### config.mk
export PLATFORM = sky130hd
export DESIGN_NAME = jtag_host_driver
export DESIGN_NICKNAME = d
export VERILOG_FILES = /design/src/rtl/jtag_host_pkg.sv /design/src/rtl/jtag_host_tck_gen.sv /design/src/rtl/jtag_host_driver.sv
export SDC_FILE = /design/constraint.sdc
export NUM_CORES = 1
export LEC_CHECK = 0
export ABC_AREA = 0
export ABC_CLOCK_PERIOD_IN_PS = 3700
export CAP_MARGIN = 30
export CORE_AREA = 2 2 110 91
export DETAILED_ROUTE_END_ITERATION = 12
export DIE_AREA = 0 0 112 93
export PLACE_DENSITY = 0.79
export SLEW_MARGIN = 20
export SYNTH_ARGS = -nofsm -noshare
export SYNTH_HDL_FRONTEND = slang
export SYNTH_SLANG_ARGS = --single-unit
### constraint.sdc
create_clock -name ref_clk_i -period 3.7 [get_ports ref_clk_i]
set_input_delay 0.74 -clock ref_clk_i [delete_from_list [all_inputs] [get_ports ref_clk_i]]
set_output_delay 0.74 -clock ref_clk_i [all_outputs]
set_load 0.01 [all_outputs]
### src/rtl/jtag_host_pkg.sv
// Shared types and TMS patterns for the fabric-side JTAG initiator.
// Patterns are stored LSB-first: bit 0 is driven on the first TCK of the phase.
package jtag_host_pkg;

    typedef enum logic [1:0] {
        CMD_TAP_RESET   = 2'd0,
        CMD_IR_SCAN     = 2'd1,
        CMD_DR_SCAN     = 2'd2,
        CMD_IDLE_CYCLES = 2'd3
    } cmd_t;

    typedef enum logic [2:0] {
        ST_IDLE,
        ST_HEAD,
        ST_SHIFT,
        ST_TAIL,
        ST_RESP
    } state_t;

    localparam logic [3:0] IR_HEAD_TMS = 4'b0011;
    localparam logic [4:0] IR_HEAD_LEN = 5'd4;
    localparam logic [2:0] DR_HEAD_TMS = 3'b001;
    localparam logic [4:0] DR_HEAD_LEN = 5'd3;
    localparam logic [5:0] RESET_TMS   = 6'b011111;
    localparam logic [4:0] RESET_LEN   = 5'd6;
    localparam logic [1:0] TAIL_TMS    = 2'b01;
    localparam logic [4:0] TAIL_LEN    = 5'd2;

    // Index of the last HEAD step; IDLE_CYCLES spends its whole run in HEAD.
    function automatic logic [4:0] head_last(input cmd_t c, input logic [4:0] len);
        case (c)
            CMD_TAP_RESET: return RESET_LEN - 5'd1;
            CMD_IR_SCAN:   return IR_HEAD_LEN - 5'd1;
            CMD_DR_SCAN:   return DR_HEAD_LEN - 5'd1;
            default:       return len;
        endcase
    endfunction

    function automatic logic head_tms(input cmd_t c, input logic [4:0] step);
        logic [5:0] pat;
        case (c)
            CMD_TAP_RESET: pat = RESET_TMS;
            CMD_IR_SCAN:   pat = {2'b00, IR_HEAD_TMS};
            CMD_DR_SCAN:   pat = {3'b000, DR_HEAD_TMS};
            default:       pat = '0;
        endcase
        pat = pat >> step;
        return pat[0];
    endfunction

endpackage

### src/rtl/jtag_host_tck_gen.sv
// TCK divider: low phase then high phase of CLK_DIV ref clocks each, held low when disabled.
// Strobes mark the ref clock edge on which TCK rises or falls.
module jtag_host_tck_gen #(
    parameter int unsigned CLK_DIV = 4
) (
    input  logic i_clk,
    input  logic i_rst,
    input  logic i_en,
    output logic o_tck,
    output logic o_rise_stb,
    output logic o_fall_stb
);

    localparam int unsigned   CW      = $clog2(2 * CLK_DIV);
    localparam logic [CW-1:0] RISE_AT = CW'(CLK_DIV - 1);
    localparam logic [CW-1:0] FALL_AT = CW'(2 * CLK_DIV - 1);

    logic [CW-1:0] r_cnt;
    logic          r_tck;

    assign o_rise_stb = i_en && (r_cnt == RISE_AT);
    assign o_fall_stb = i_en && (r_cnt == FALL_AT);
    assign o_tck      = r_tck;

    always_ff @(posedge i_clk or posedge i_rst) begin
        if (i_rst) begin
            r_cnt <= '0;
            r_tck <= 1'b0;
        end else if (!i_en) begin
            r_cnt <= '0;
            r_tck <= 1'b0;
        end else if (o_fall_stb) begin
            r_cnt <= '0;
            r_tck <= 1'b0;
        end else begin
            r_cnt <= r_cnt + CW'(1);
            if (o_rise_stb) begin
                r_tck <= 1'b1;
            end
        end
    end

endmodule

### src/rtl/jtag_host_driver.sv
// Fabric JTAG initiator: turns TAP_RESET / IR / DR / idle commands into TCK/TMS/TDI
// and returns captured TDO bits through a valid/ready response port.
module jtag_host_driver
    import jtag_host_pkg::*;
#(
    parameter int unsigned CLK_DIV = 4
) (
    input  logic        ref_clk_i,
    input  logic        pad_reset,
    input  logic        cmd_valid_i,
    output logic        cmd_ready_o,
    input  logic [1:0]  cmd_type_i,
    input  logic [4:0]  cmd_len_i,
    input  logic [31:0] cmd_data_i,
    output logic        rsp_valid_o,
    input  logic        rsp_ready_i,
    output logic [31:0] rsp_data_o,
    output logic        jtag_tck_o,
    output logic        jtag_tms_o,
    output logic        jtag_tdi_o,
    input  logic        jtag_tdo_i,
    output logic        busy_o
);

    state_t      r_state, w_state_next;
    cmd_t        r_cmd;
    logic [4:0]  r_len;
    logic [4:0]  r_step, w_step_next;
    logic [31:0] r_shift;
    logic [31:0] r_capture;
    logic        r_tms, w_tms_next;
    logic        r_tdi, w_tdi_next;
    logic        r_rsp_valid;
    logic        w_tck_en, w_rise, w_fall, w_tck;
    logic        w_accept, w_last, w_load;

    function automatic logic tms_of(input state_t s, input logic [4:0] step,
                                    input cmd_t c, input logic [4:0] len);
        logic [1:0] tail;
        tail = TAIL_TMS >> step;
        case (s)
            ST_HEAD:  return head_tms(c, step);
            ST_SHIFT: return (step == len);
            ST_TAIL:  return tail[0];
            default:  return 1'b0;
        endcase
    endfunction

    assign w_tck_en = (r_state == ST_HEAD) || (r_state == ST_SHIFT) || (r_state == ST_TAIL);
    assign w_accept = cmd_valid_i && (r_state == ST_IDLE);
    assign w_load   = w_accept || w_fall;

    jtag_host_tck_gen #(.CLK_DIV(CLK_DIV)) u_tck_gen (
        .i_clk      (ref_clk_i),
        .i_rst      (pad_reset),
        .i_en       (w_tck_en),
        .o_tck      (w_tck),
        .o_rise_stb (w_rise),
        .o_fall_stb (w_fall)
    );

    always_comb begin
        case (r_state)
            ST_HEAD:  w_last = (r_step == head_last(r_cmd, r_len));
            ST_SHIFT: w_last = (r_step == r_len);
            ST_TAIL:  w_last = (r_step == TAIL_LEN - 5'd1);
            default:  w_last = 1'b0;
        endcase
    end

    always_ff @(posedge ref_clk_i or posedge pad_reset) begin
        if (pad_reset) begin
            r_state <= ST_IDLE;
        end else begin
            r_state <= w_state_next;
        end
    end

    // Every falling TCK edge selects the next (state, step) and presents its TMS/TDI.
    always_comb begin
        w_state_next = r_state;
        w_step_next  = r_step;
        w_tms_next   = r_tms;
        w_tdi_next   = 1'b0;
        case (r_state)
            ST_IDLE: begin
                if (cmd_valid_i) begin
                    w_state_next = ST_HEAD;
                    w_step_next  = '0;
                    w_tms_next   = tms_of(ST_HEAD, '0, cmd_t'(cmd_type_i), cmd_len_i);
                end
            end
            ST_HEAD, ST_SHIFT, ST_TAIL: begin
                if (w_fall) begin
                    if (w_last) begin
                        w_step_next = '0;
                        case (r_state)
                            ST_HEAD:  w_state_next = (r_cmd == CMD_IR_SCAN || r_cmd == CMD_DR_SCAN)
                                                     ? ST_SHIFT : ST_RESP;
                            ST_SHIFT: w_state_next = ST_TAIL;
                            default:  w_state_next = ST_RESP;
                        endcase
                    end else begin
                        w_step_next = r_step + 5'd1;
                    end
                    w_tms_next = tms_of(w_state_next, w_step_next, r_cmd, r_len);
                    if (w_state_next == ST_SHIFT) begin
                        w_tdi_next = r_shift[0];
                    end
                end
            end
            ST_RESP: begin
                if (r_rsp_valid && rsp_ready_i) begin
                    w_state_next = ST_IDLE;
                end
            end
            default: w_state_next = ST_IDLE;
        endcase
    end

    always_ff @(posedge ref_clk_i or posedge pad_reset) begin
        if (pad_reset) begin
            r_cmd       <= CMD_TAP_RESET;
            r_len       <= '0;
            r_step      <= '0;
            r_shift     <= '0;
            r_capture   <= '0;
            r_tms       <= 1'b1;
            r_tdi       <= 1'b0;
            r_rsp_valid <= 1'b0;
        end else begin
            r_step <= w_step_next;
            if (w_accept) begin
                r_cmd     <= cmd_t'(cmd_type_i);
                r_len     <= cmd_len_i;
                r_shift   <= cmd_data_i;
                r_capture <= '0;
            end else if (w_fall && w_state_next == ST_SHIFT) begin
                r_shift <= r_shift >> 1;
            end
            if (w_load) begin
                r_tms <= w_tms_next;
                r_tdi <= w_tdi_next;
            end
            if (w_rise && r_state == ST_SHIFT) begin
                r_capture[r_step] <= jtag_tdo_i;
            end
            // Valid trails entry to RESP by one clock and drops on the handshake.
            if (r_rsp_valid && rsp_ready_i) begin
                r_rsp_valid <= 1'b0;
            end else if (r_state == ST_RESP) begin
                r_rsp_valid <= 1'b1;
            end
        end
    end

    assign cmd_ready_o = (r_state == ST_IDLE);
    assign busy_o      = (r_state != ST_IDLE);
    assign rsp_valid_o = r_rsp_valid;
    assign rsp_data_o  = r_capture;
    assign jtag_tck_o  = w_tck;
    assign jtag_tms_o  = r_tms;
    assign jtag_tdi_o  = r_tdi;

endmodule

==> results summary <==
The critical path ends at jtag_tms_o. The number of primary I/O pins came out at 82. The completed layout was analyzed and its total power is 3.92 mW.

Measured along the x axis, the die boundary spans 112 um. The number of synthesized register bits is 86. The final-layout setup total negative slack came out at 0 ps.

The slew at the pin with the worst max-slew slack came out at 893 ps. The maximum fanout encountered on the critical timing path came out at 9. The mean post-synth cell area is around 8.9 sq um. Of all flip-flops after synthesis, the portion carrying an async set or reset was between 90% and 100%. The total count of hold-check failures in the final report is 0. TritonCTS built the clock tree. The number of antenna violations at the first check in global routing came out at 0. The number of instances resized during post-cts repair is 0. After synthesis, the netlist uses between 50 and 60 different library cells.

The worst path in the final design needs a cycle of 3220 ps, including I/O delays and setup. CTS placed an instance of sky130_fd_sc_hd__clkbuf_16 at the clock tree root. After global routing the overflow that remains totals 0. Based on the critical path, the design can be clocked at up to 311 MHz.

The depth of the CTS H-tree is 3. The endpoint identified for the worst register-to-register timing path is jtag_tms_o. Synthesis produced a netlist with a net count of 601.

The antenna violation net count after detailed routing is 0. The worst register-to-register path begins at r_cmd[0]. The number of global-route vias before repair is roughly 4200. The area of the die came out at ~0.010 sq mm.

The slowest stage of the critical path belongs to the cell sky130_fd_sc_hd__a2111oi_4. The share of the yosys chip area belonging to registers is around 44%. The worst setup path is captured at a register. The critical path goes through inv_1, ha_1, mux2_4, a221o_1, a32o_1, a2111oi_4, buf_4, mux2_1, a21bo_1, o31ai_1. Setup repair after global routing left no endpoint under its margin.

The proportion of layout cells with a drive suffix above 1 is 10.5%. The final RePlAce weighted congestion is 0.891. In this run, synthesis inferred 0 flip-flops with an integrated enable.

The run finished with clean final reports. Wires add up to 12100 um. The worst-skew pair later-pin latency is 340 ps. The overall track demand over capacity in global routing is 24.5%. The clock-pin slew reported for the worst setup and hold paths after clock tree synthesis is 60 ps.

Summed over all instances, the cell type with the most area after synthesis is sky130_fd_sc_hd__dfrtp_1. The detailed router's first-iteration violation count came out at around 360. The share of synthesized area in the top cell type comes to 43.6%. The tightest slew margin relative to the limit is between 40 and 50%. No sink is reached through more buffers than the 2 on the longest clock path. In the routed design, unresolved DRC markers number 0. For this block, the via count after detailed routing is 4320. In this run, post-CTS hold repair placed 0 buffers. The average detailed-routed wire length per instance came out at 16.7 um. The number of inserted diodes is 0.

The sink count of the clock tree is 86. The count of yosys warnings during synthesis is 0. The path class of the tightest hold or removal check is register to register. The leakage component of the power came out at approximately 2.7 nW. The depth of the most critical reg-to-reg path came out at 10. The max-slew violation total from the final report came out at 0.

The max-capacitance violation count came out at 0. The launching element of the worst setup path is r_cmd[0]. The mean number of vias per cell is about 6.0. The floorplan die height is 93 um. The number of filler instances in the final layout is 775.

The first global-routing pass estimated roughly 21000 um of wire. The post-route fraction of the period consumed by the critical path is 87.0%. The starting density of the core came out at 52.1%. Summing every instance area after synthesis gives 0.00488 sq mm.

For this run, the slowest stage of the critical path takes between 500 and 600 ps. Buffers added to address setup during post-CTS repair amount to 0. The largest voltage drop on the vdd net is about 0.48 mV. STA classifies the critical path startpoint as a register. The number of rows in the core area is 32. The final clock skew is 5.44 ps.

In the synthesized netlist the dominant register cell turns out to be sky130_fd_sc_hd__dfrtp_1. The data arrival time of the critical path is ~3500 ps. In this run the tool buffered the top-level ports with slightly above 80 buffer cells.

Synthesis handed over a netlist of 547 instances. The first-pass detailed-route iteration total is 5. The number of setup violations in the final report came out at 0.

In the post-synthesis netlist, the biggest area contributors are sky130_fd_sc_hd__dfrtp_1 44%, sky130_fd_sc_hd__nand2_1 11%, sky130_fd_sc_hd__o211ai_2 7.4%. The critical path is of the register to register type. The register-to-register setup slack came out at between 400 and 500 ps. The largest net degree at the start of global routing came out at 87. The required time at the worst-slack endpoint came out at 3950 ps. The core region is 0.00937 sq mm. The ratio of total power to cell area came out at 646 mW/mm^2. The HPWL after detailed placement came out at between 7000 and 8000 um. The area growth from synthesis to layout is 24.2%. The final-stage net count is between 600 and 700. The number of buffers inserted during clock tree synthesis is 9.
## worst min path at each step
stage | start | endpoint | slack (ps) | cells after the start
2_1_floorplan | u_tck_gen.r_cnt[0] | u_tck_gen.r_cnt[0] | 420 | 1
5_1_grt | u_tck_gen.r_cnt[0] | u_tck_gen.r_cnt[0] | 480 | 1
6_report | u_tck_gen.r_cnt[0] | u_tck_gen.r_cnt[0] | 460 | 1
4_1_cts | u_tck_gen.r_cnt[0] | u_tck_gen.r_cnt[0] | 460 | 1
3_5_place_dp | u_tck_gen.r_cnt[0] | u_tck_gen.r_cnt[0] | 450 | 1
3_3_place_gp | u_tck_gen.r_cnt[0] | u_tck_gen.r_cnt[0] | 430 | 1
## cell usage after synthesis, drive strengths merged, types with 2 or more instances
library cell  instances
or2                   2
nor3                  5
xor2                  2
o21a                  3
ha                   10
nor2                 14
and2                  4
xnor2                 7
a22o                  3
inv                  10
mux2i                 3
nor2b                 7
a2111oi               2
nand3                66
a221o                 2
nor3b                 3
and3                  6
o31ai                 2
buf                   6
a31oi                 3
o21ai                13
nand2b                3
clkbuf               41
nand2               142
dfrtp                85
mux2                  3
o211ai               74
nor4                  3
a21oi                 3
## cell families after synthesis
| logic type | share of synthesized area, % |
|---|---|
| AND/OR/NAND/NOR | 24.6 |
| XOR/XNOR | 1.61 |
| buffers and inverters | 5.05 |
| multiplexers | 1.38 |
| adder cells (fa/ha/maj) | 2.56 |
| flip-flops | 44.1 |
| AO/OA/AOI/OAI | 20.7 |
## through the flow
stage                     cells  setup slack, ps  utilization [%]  instance area [sq um]  hold WS, ps
after floorplan             547              740                -                   4880          416
after global placement      710              617             61.5                   5760          431
after detailed placement    710              532             61.5                   5760          449
after CTS                   725              506             64.6                   6050          458
after global routing        726              212             64.7                   6060          479
final                       726              482             64.7                   6060          456
## metal layers
metal,routed length [um],global-route usage (%)
met1,5500,34.2
met4,189,6.61
met5,0,0
met3,746,6.29
met2,5680,38.3
## layout by cell type (no fill, tap or decap), types with 4 or more instances in the layout
cell | netlist | layout
sky130_fd_sc_hd__and3_1 | 6 | 6
sky130_fd_sc_hd__nor3_1 | 5 | 5
sky130_fd_sc_hd__clkdlybuf4s50_1 | 0 | 81
sky130_fd_sc_hd__o21ai_0 | 12 | 12
sky130_fd_sc_hd__clkbuf_16 | 0 | 9
sky130_fd_sc_hd__inv_1 | 10 | 9
sky130_fd_sc_hd__nand2_1 | 142 | 141
sky130_fd_sc_hd__ha_1 | 10 | 10
sky130_fd_sc_hd__and2_1 | 4 | 4
sky130_fd_sc_hd__nand3_1 | 66 | 66
sky130_fd_sc_hd__o211ai_2 | 29 | 29
sky130_fd_sc_hd__nor2b_1 | 7 | 7
sky130_fd_sc_hd__xnor2_1 | 7 | 7
sky130_fd_sc_hd__o211ai_1 | 45 | 45
sky130_fd_sc_hd__dfrtp_1 | 85 | 85
sky130_fd_sc_hd__buf_4 | 0 | 8
sky130_fd_sc_hd__nor2_1 | 14 | 14
## flip-flops by register name, summed over array words and instances, names as in the netlist
signal and flops:
jtag_tms_o 1, jtag_tdi_o 1, r_state 3, u_tck_gen.r_cnt 3
r_step 5, r_cmd 2, rsp_data_o 32, r_len 5
r_shift 32, rsp_valid_o 1, u_tck_gen.o_tck 1
## power by group
| part | switching (mW) | total (mW) | internal, mW | leakage [nW] |
|---|---|---|---|---|
| Combinational | 0.881 | 1.55 | 0.672 | 1.43 |
| Clock | 0.364 | 0.904 | 0.540 | 0.143 |
| Sequential | 0.258 | 1.46 | 1.20 | 1.13 |
| Total | 1.50 | 3.92 | 2.41 | 2.70 |
## area by class of cell
cell class / instances / area, sq um / area share (%)
multi-input cells: 404 / 2510 / 41.4
flip-flops and latches: 86 / 2150 / 35.5
repair buffers: 92 / 922 / 15.2
clock buffers: 12 / 246 / 4.07
well taps: 119 / 149 / 2.46
clock inverters: 3 / 43.8 / 0.722
inverters: 10 / 38.8 / 0.640
## critical path, delay by kind of cell, from the launching register on
kind	cells	cell delay [ps]
compound gates	5	1640
fa+ha+maj	1	340
buf+inv	2	320
flops	1	370
mux	2	460
(Power assumes the default switching activity.)
